==> src/rtl/core_oprandstage.sv <==
// core_oprandstage -- operand stage between ID and EX of the i2d core.
// Forwards EX/MEM writeback data into the A/B operands, inserts bubbles on
// unresolvable RAW hazards, registers the operands behind a valid/ready
// handshake and keeps a saturating count of hazard stall cycles.
//
// Build option: define I2D_OPMUX_FWD_EN to enable the EX/MEM forwarding
// paths (only an EX-stage load then stalls). Without it, operands always
// come from the register file and any pending EX/MEM write to a used
// source register stalls the instruction.
module core_oprandstage #(
    parameter int DW = 32,
    parameter int RW = 5,
    parameter int CW = 16
) (
    input  logic          clk,
    input  logic          rst,
    // ID side
    input  logic          id_valid,
    output logic          id_ready,
    input  logic [DW-1:0] ra,
    input  logic [DW-1:0] rb,
    input  logic [RW-1:0] ra_idx,
    input  logic [RW-1:0] rb_idx,
    input  logic          ra_use,
    input  logic          rb_use,
    input  logic [DW-1:0] id_pc,
    input  logic [DW-1:0] imm,
    input  logic [1:0]    sel_a,
    input  logic [1:0]    sel_b,
    // pending writebacks
    input  logic          ex_wr_en,
    input  logic [RW-1:0] ex_wr_idx,
    input  logic [DW-1:0] ex_wr_data,
    input  logic          ex_is_load,
    input  logic          mem_wr_en,
    input  logic [RW-1:0] mem_wr_idx,
    input  logic [DW-1:0] mem_wr_data,
    // pipeline control
    input  logic          flush,
    input  logic          ex_ready,
    // EX side
    output logic [DW-1:0] a,
    output logic [DW-1:0] b,
    output logic          ex_valid,
    output logic [CW-1:0] stall_cnt
);

    typedef enum logic [1:0] {
        SEL_A_RA    = 2'd0,
        SEL_A_PC    = 2'd1,
        SEL_A_ZERO2 = 2'd2,
        SEL_A_ZERO3 = 2'd3
    } sel_a_e;

    typedef enum logic [1:0] {
        SEL_B_RB   = 2'd0,
        SEL_B_PC   = 2'd1,
        SEL_B_IMM  = 2'd2,
        SEL_B_ZERO = 2'd3
    } sel_b_e;

    logic [DW-1:0] a_q, a_d;
    logic [DW-1:0] b_q, b_d;
    logic          ex_valid_q, ex_valid_d;
    logic [CW-1:0] stall_cnt_q, stall_cnt_d;

    logic [DW-1:0] fwd_a, fwd_b;
    logic [DW-1:0] op_a, op_b;
    logic          ex_match_a, ex_match_b;
    logic          mem_match_a, mem_match_b;
    logic          hazard;
    logic          advance;

    assign ex_match_a  = ex_wr_en  & (ex_wr_idx  == ra_idx);
    assign ex_match_b  = ex_wr_en  & (ex_wr_idx  == rb_idx);
    assign mem_match_a = mem_wr_en & (mem_wr_idx == ra_idx);
    assign mem_match_b = mem_wr_en & (mem_wr_idx == rb_idx);

`ifdef I2D_OPMUX_FWD_EN
    // Forwarding: EX (youngest writer) beats MEM; a load in EX has no data yet.
    always_comb begin
        fwd_a = ra;
        fwd_b = rb;
        if (ex_match_a & ~ex_is_load) fwd_a = ex_wr_data;
        else if (mem_match_a)         fwd_a = mem_wr_data;
        if (ex_match_b & ~ex_is_load) fwd_b = ex_wr_data;
        else if (mem_match_b)         fwd_b = mem_wr_data;
    end

    // Only a load in EX feeding a used source cannot be forwarded.
    assign hazard = ex_is_load & ((ra_use & ex_match_a) | (rb_use & ex_match_b));
`else
    // Without forwarding the register file read data is used directly.
    assign fwd_a = ra;
    assign fwd_b = rb;

    // Any pending write to a used source must drain before issue.
    assign hazard = (ra_use & (ex_match_a | mem_match_a)) |
                    (rb_use & (ex_match_b | mem_match_b));

    // Writeback data and load flag are only consumed by the forwarding build.
    logic unused_nofwd;
    assign unused_nofwd = ^{ex_is_load, ex_wr_data, mem_wr_data};
`endif

    // Operand selection applied on top of the forwarded register values.
    always_comb begin
        // NOTE: every output of a combinational block gets a default first so
        // no path leaves it unassigned, which would otherwise infer a latch.
        op_a = '0;
        op_b = '0;
        unique case (sel_a_e'(sel_a))
            SEL_A_RA:    op_a = fwd_a;
            SEL_A_PC:    op_a = id_pc;
            SEL_A_ZERO2: op_a = '0;
            SEL_A_ZERO3: op_a = '0;
        endcase
        unique case (sel_b_e'(sel_b))
            SEL_B_RB:   op_b = fwd_b;
            SEL_B_PC:   op_b = id_pc;
            SEL_B_IMM:  op_b = imm;
            SEL_B_ZERO: op_b = '0;
        endcase
    end

    assign advance  = ~ex_valid_q | ex_ready;
    assign id_ready = advance & ~hazard & ~flush;

    // Next-state for the operand register, valid flag and stall counter.
    always_comb begin
        a_d         = a_q;
        b_d         = b_q;
        ex_valid_d  = ex_valid_q;
        stall_cnt_d = stall_cnt_q;

        if (flush) begin
            ex_valid_d = 1'b0;
        end else if (advance) begin
            if (id_valid & ~hazard) begin
                a_d        = op_a;
                b_d        = op_b;
                ex_valid_d = 1'b1;
            end else begin
                ex_valid_d = 1'b0;
            end
        end

        if (id_valid & hazard & ~flush & ~(&stall_cnt_q)) begin
            stall_cnt_d = stall_cnt_q + CW'(1);
        end
    end

    // State registers with asynchronous active-low reset.
    always_ff @(posedge clk or negedge rst) begin
        // NOTE: sequential state uses non-blocking assignments so every flop
        // samples its pre-edge value regardless of statement order.
        if (!rst) begin
            a_q         <= '0;
            b_q         <= '0;
            ex_valid_q  <= 1'b0;
            stall_cnt_q <= '0;
        end else begin
            a_q         <= a_d;
            b_q         <= b_d;
            ex_valid_q  <= ex_valid_d;
            stall_cnt_q <= stall_cnt_d;
        end
    end

    assign a         = a_q;
    assign b         = b_q;
    assign ex_valid  = ex_valid_q;
    assign stall_cnt = stall_cnt_q;

endmodule

==> config.mk <==
export PLATFORM = sky130hd
export DESIGN_NAME = core_oprandstage
export DESIGN_NICKNAME = d
export VERILOG_FILES = /design/src/rtl/core_oprandstage.sv
export SDC_FILE = /design/constraint.sdc
export NUM_CORES = 1
export LEC_CHECK = 0
export ABC_AREA = 1
export CORE_MARGIN = 4
export CORE_UTILIZATION = 34
export CTS_CLUSTER_DIAMETER = 120
export DETAILED_ROUTE_END_ITERATION = 16
export MAX_ROUTING_LAYER = met4
export PLACE_DENSITY = 0.76
export SLEW_MARGIN = 25
export SYNTH_ARGS = -nofsm -noshare
export SYNTH_HDL_FRONTEND = slang
export SYNTH_SLANG_ARGS = --single-unit
==> constraint.sdc <==
create_clock -name clk -period 1.65 [get_ports clk]
set_input_delay 0.33 -clock clk [delete_from_list [all_inputs] [get_ports clk]]
set_output_delay 0.33 -clock clk [all_outputs]
set_load 0.005 [all_outputs]
==> impl_metrics.env <==
export IMPL_die_y_um=130
export IMPL_first_iter_violations=379
export IMPL_status="complete, but fails checks"
export IMPL_met1_length_um=8110
export IMPL_regArea_um2=2030
export IMPL_fillers=1359
export IMPL_cts_buffer_depth=2
export IMPL_clock_latency_ns=0.34
export IMPL_fin_skew_ns=0.00561
export IMPL_worstPathCellList="buf_4, clkdlybuf4s50_1"
export IMPL_power_switching_mw=1.81
export IMPL_rsz0062_at_grt="true"
export IMPL_critPathKind="reg -> out"
export IMPL_clockPowerShare_pct=32.1
export IMPL_antenna_found_initial=0
export IMPL_drive_above_1_share_pct=10.7
export IMPL_yosysWarnings=0
export IMPL_cts_tree="done"
export IMPL_core_um2=14600
export IMPL_cp_end_kind="output pin"
export IMPL_met2_length_um=8950
export IMPL_wire_per_inst_um=15.8
export IMPL_multi_input_area_um2=2550
export IMPL_port_buffers=242
export IMPL_wl_met3_um=1320
export IMPL_nNetsFinal=1237
export IMPL_hold_slack_ns=0.454
export IMPL_power_share_sequential_pct=37.7
export IMPL_clkSlewWorstSetupHoldPaths_ns=0.06
export IMPL_fmax_mhz=600
export IMPL_syn_inst=747
export IMPL_grt_max_degree=52
export IMPL_area_growth_pct=64.8
export IMPL_row_count=44
export IMPL_synth_fp_nets=974
export IMPL_synthesis_area_um2=5090
export IMPL_tritoncts_num_sinks=81
export IMPL_die_w_um=130
export IMPL_drcViolationCount=0
export IMPL_hold_viol=0
export IMPL_drv_slew=0
export IMPL_slowest_delay_ns=0.49
export IMPL_p_leak_nw=4.27
export IMPL_internal_power_mw=4.62
export IMPL_critPathLaunch="stall_cnt[0]"
export IMPL_grt_pass1_wl_um=28800
export IMPL_dp_hpwl_um=14700
export IMPL_hold_class="in -> async"
export IMPL_synth_cell_types=25
export IMPL_tightest_slew_ns=0.364
export IMPL_synth_seq_cells=81
export IMPL_n_antenna_cell=0
export IMPL_placed_area_um2=7960
export IMPL_grt_pass1_vias=5682
export IMPL_worst_ep_required_time_ns=1.32
export IMPL_synth_top_area_share_pct=39.8
export IMPL_critical_path_top_delay_family="buffers and inverters"
export IMPL_swShare_pct=28.1
export IMPL_worst_path_stages=2
export IMPL_vias=5898
export IMPL_yosysTopAreaCell="dfrtp_1"
export IMPL_start_util_pct=34.9
export IMPL_p_total_mw=6.43
export IMPL_r2r_slack_ns=0.04
export IMPL_netlist_top_cells_area="dfrtp_1 40%, nand2_1 23%, nand4_1 8.1%"
export IMPL_cts_htree_levels=3
export IMPL_final_antenna_net_count=0
export IMPL_num_io_pins=308
export IMPL_relSlewSlack_pct=75.7
export IMPL_dr_pass1_iters=5
export IMPL_avgSynthCellArea_um2=6.81
export IMPL_fin_util_pct=57.5
export IMPL_power_density_nw_per_um2=766
export IMPL_startpoint_type="register"
export IMPL_track_usage_pct=22.4
export IMPL_gp_congestion=0.874
export IMPL_r2r_end="stall_cnt[8]"
export IMPL_seq_area_frac_synth_pct=39.8
export IMPL_rr_worst_depth=11
export IMPL_fin_crit_sh_pct=101
export IMPL_finalSetupViolCount=1
export IMPL_clock_tree_root_cell="clkbuf_16"
export IMPL_r2r_start="stall_cnt[1]"
export IMPL_cp_slowest_cell="clkdlybuf4s50_1"
export IMPL_final_area_um2=8390
export IMPL_cap_viol_max_count=0
export IMPL_crit_fanout=2
export IMPL_violations="negative setup slack"
export IMPL_viasPerCell=4.92
export IMPL_fin_ws_ns=-0.0176
export IMPL_worstPathBufferInverterCount=2
export IMPL_route_top_layer_used="met4"
export IMPL_cp_arrival_ns=1.34
export IMPL_dieArea_um2=17000
export IMPL_grt_overflow=0
export IMPL_cts_made_buffers=9
export IMPL_wirelength_um=18900
export IMPL_ir_worst_vdd_v=0.000483
export IMPL_period_minus_slack_ns=1.67
export IMPL_comb_power_share_pct=30.2
-- layer usage --
layer	global-route usage, %	up-vias
li1	-	2935
met1	29.3	2691
met2	34.4	234
met3	4.34	38
met4	8.47	0
met5	-	-
-- kinds of logic (layout without fill, tap and decap cells) --
group | after synthesis | after routing | synth area share [%]
DFF | 81 | 81 | 39.8
AOI/OAI and AO/OA | 62 | 62 | 8.09
adders and majority gates | 1 | 1 | 0.246
buffers and inverters | 143 | 410 | 11.6
xor gates and xnor gates | 13 | 13 | 2.24
and+or+nand+nor | 447 | 447 | 38.0
-- power groups by stage --
stage / Clock (mW) / Sequential, mW / Combinational, mW
after floorplan: 0 / 2.47 / 0.583
after global routing: 2.20 / 2.46 / 2.13
final: 2.06 / 2.43 / 1.94
after CTS: 2.11 / 2.43 / 1.91
after detailed placement: 0 / 2.46 / 1.91
after global placement: 0 / 2.45 / 1.88
-- stage by stage --
stage	setup slack, ns	instances	TNS (ns)
6_report	-0.0176	1198	-0.0176
5_1_grt	-0.0817	1198	-0.704
4_1_cts	-0.0232	1193	-0.0232
3_5_place_dp	-0.654	1172	-38.47
3_3_place_gp	-0.628	1172	-35.03
2_1_floorplan	0.0424	747	0
-- how the worst max path moves through the flow --
| stage | end | slack, ns |
|---|---|---|
| floorplan | stall_cnt[7] | 0.04 |
| global placement | id_ready | -0.63 |
| detailed placement | id_ready | -0.65 |
| CTS | id_ready | -0.02 |
| global route | id_ready | -0.08 |
| finish | stall_cnt[0] | -0.02 |
-- registers in the layout, summed over array words and instances (netlist names) --
| name | cells |
|---|---|
| a | 32 |
| b | 32 |
| stall_cnt | 16 |
| ex_valid | 1 |
-- area by class of cell --
type	count	area share [%]
Multi-Input combinational cell	523	30.4
Sequential cell	81	24.2
Clock inverter	4	0.626
Tap cell	184	2.74
Clock buffer	11	3.01
Timing Repair Buffer	298	34.7
Inverter	97	4.37
-- synth_stat cells, drive strengths merged --
library cell and instances:
buf 30, clkbuf 16, dfrtp 81, ha 1, inv 97, nand2 311, nand3 35, nand4 66
nor2 28, nor3 5, o211ai 27, o21ai 8, o22ai 27, or2 2, xnor2 2, xor2 11
-- cells in the final DEF (no fill, tap or decap), types with 2 or more instances in the layout --
| master | netlist | routed |
|---|---|---|
| nand2_2 | 4 | 6 |
| dlygate4sd2_1 | 0 | 14 |
| o22ai_1 | 27 | 27 |
| inv_1 | 96 | 90 |
| clkdlybuf4s50_1 | 0 | 207 |
| dlymetal6s2s_1 | 0 | 4 |
| buf_6 | 0 | 5 |
| o211ai_1 | 27 | 27 |
| xor2_1 | 11 | 11 |
| nand3_1 | 35 | 30 |
| nand3_2 | 0 | 5 |
| nor3_1 | 3 | 3 |
| buf_12 | 0 | 7 |
| nand4_1 | 66 | 66 |
| nand2_1 | 306 | 303 |
| clkbuf_2 | 0 | 5 |
| clkdlybuf4s15_1 | 0 | 10 |
| clkbuf_16 | 0 | 9 |
| dfrtp_1 | 81 | 81 |
| clkbuf_8 | 0 | 2 |
| nor2_1 | 27 | 22 |
| o21ai_0 | 8 | 7 |
| clkinvlp_4 | 0 | 3 |
| inv_2 | 1 | 6 |
| xnor2_1 | 2 | 2 |
| nor2_2 | 1 | 5 |
| or2_2 | 2 | 2 |
| buf_4 | 3 | 44 |
-- what timing repair did --
item	CTS	global route
setup endpoints to repair	91	69
endpoints found under the hold margin	22	0
pin swaps	10	6
gates resized for setup	41	41
hold buffers	1	0
setup buffers	5	5
Power figures use the tool's default switching activity.
==> variant: new RTL, same flow settings <==
The parameter `DW` goes from 32 to 28.
--- a/src/rtl/core_oprandstage.sv
+++ b/src/rtl/core_oprandstage.sv
@@ -10,3 +10,3 @@
 module core_oprandstage #(
-    parameter int DW = 32,
+    parameter int DW = 28,
     parameter int RW = 5,
Interface: changed (8 resized); port bits go from 308 to 276. No check against the original RTL was run, so the function may have changed too.
==> variant against the unedited design <==
Synthesized area shrank 4.3%. Setup slack improved by 0.047 ns. Cell area fell by 5.6%. Power is 5.4% lower. Global-route usage down 0.64 points. Sequential cell count down 8. Via count decreased by 9.0%. Wire length fell by 7.8%.
==> variant: results (changes against the unedited design) <==
TIMING.CRITICAL_PATH.SLOWEST_CELL_DELAY_NS=0.52  # +0.03 ns
CLOCK.FMAX_GHz=0.617  # +2.9%
DPL.HPWL_UM=13200  # -9.9%
DR.FIRST_ITER.DRC_COUNT=294  # -22%
FF_LATCH_AREA_UM2=1830  # -9.6%
TIMING.MAX_SLEW.REL_SLACK_PCT=70.9  # -4.8 points
R2R.WORST_PATH.CELLS=8  # -3
GROUTE.USAGE.OVERALL_PCT=21.7  # -0.64 points
PLACE_WORST_SETUP_SLACK_NS=-0.582  # +0.0715 ns
PLACED_CELLS=1094  # -6.7%
INTPOWER_uW=4340  # -6.0%
VIA_DENSITY_PER_INSTANCE=4.79  # -2.7%
IRDROPWORSTVDD_mV=0.493  # +2.1%
STATUS='finished clean'
LEAKAGE_uW=0.00389  # -8.8%
POST_SYN_INSTANCES=687  # -8.0%
RRSETUPSLACK_NS=0.08  # +0.04 ns
YOSYS.CELL_TYPES.COUNT=31  # +24%
DRIVE_ABOVE_1_SHARE_PCT=17.7  # +7.0 points
FIRST_GLOBAL_VIAS=5209  # -8.3%
CELL_TYPES_WITH_THE_LARGEST_AREA_SHARE_AFTER_SYNTHESIS='dfrtp_1, nand2_1, nand3_2, inv_1, nand3_1'
FIN_NETS=1138  # -8.0%
GRT_START_MAX_NET_PINS=57  # +9.6%
MAPPEDNETLISTNETS=890  # -8.6%
HOLD_SLACK_NS=0.456  # +0.00187 ns
CRITPATHMAXFANOUT=6  # +4
STARTPOINT='stall_cnt[13]'
DPL_CELL_AREA_UM2=7520  # -5.5%
CP.ARRIVAL_NS=1.29  # -0.05 ns
YOSYS-TOP-CELLS-COUNT='nand2_1, inv_1, dfrtp_1, nand3_2, nand3_1'
LAYOUT.FILLER_CELLS=1258  # -7.4%
CRIT_PATH_END='stall_cnt[13]'
ROUTE.FINAL.WIRE_LENGTH_UM=17400  # -7.8%
PLACE.PORT_BUFFERS=218  # -9.9%
GP_ROUTABILITY_CONGESTION=0.951  # +8.8%
POST_SYNTHESIS_SEQUENTIAL_AREA_RATIO_PCT=37.5  # -2.3 points
SLOWEST_CELL_ON_THE_CRITICAL_PATH='clkdlybuf4s50_1'
-- variant: worst reg2reg max path, cell delays in order (launching register included) --
cell and delay, ns:
dfrtp_1 0.39, ha_1 0.25, inv_1 0.06, nor2_1 0.23, inv_1 0.07, nor3_1 0.17, xor2_1 0.16, nand4_1 0.11
nand2_1 0.08
-- variant: what timing repair did --
action,CTS,global route
hold endpoints to repair,25,0
cloned,0,2
pin swaps,15,16
resized for setup,75,28
buffers inserted,2,5
endpoints found under the setup margin,79,75
hold buffers,1,0
-- variant: cell families after synthesis --
kind of cell / Yosys count / share of synthesized area (%)
DFF: 73 / 37.5
AOI/OAI and AO/OA: 53 / 7.21
and+or+nand+nor: 424 / 41.3
adders and majority gates: 1 / 0.257
buffers and inverters: 127 / 12.1
xor gates and xnor gates: 9 / 1.62
-- variant: area by class of cell --
type / count / share of cell area (%)
timing repair buffer: 272 / 34.2
multi-input combinational: 487 / 31.5
sequential: 73 / 23.1
inverter: 92 / 4.36
clock buffer: 11 / 3.19
tap: 180 / 2.84
clock inverter: 5 / 0.758
-- variant: power groups by stage --
stage | Clock, µW | Combinational, µW | Sequential (µW)
finish | 2060 | 1840 | 2180
global placement | 0 | 1800 | 2210
floorplan | 0 | 633 | 2220
CTS | 2110 | 1820 | 2180
detailed placement | 0 | 1820 | 2210
global route | 2180 | 2000 | 2220
-- variant: layer usage --
layer	track usage [%]	wire length, µm
met1	28.2	7590
met5	-	0
met3	3.96	1170
met4	6.87	254
met2	34.6	8430
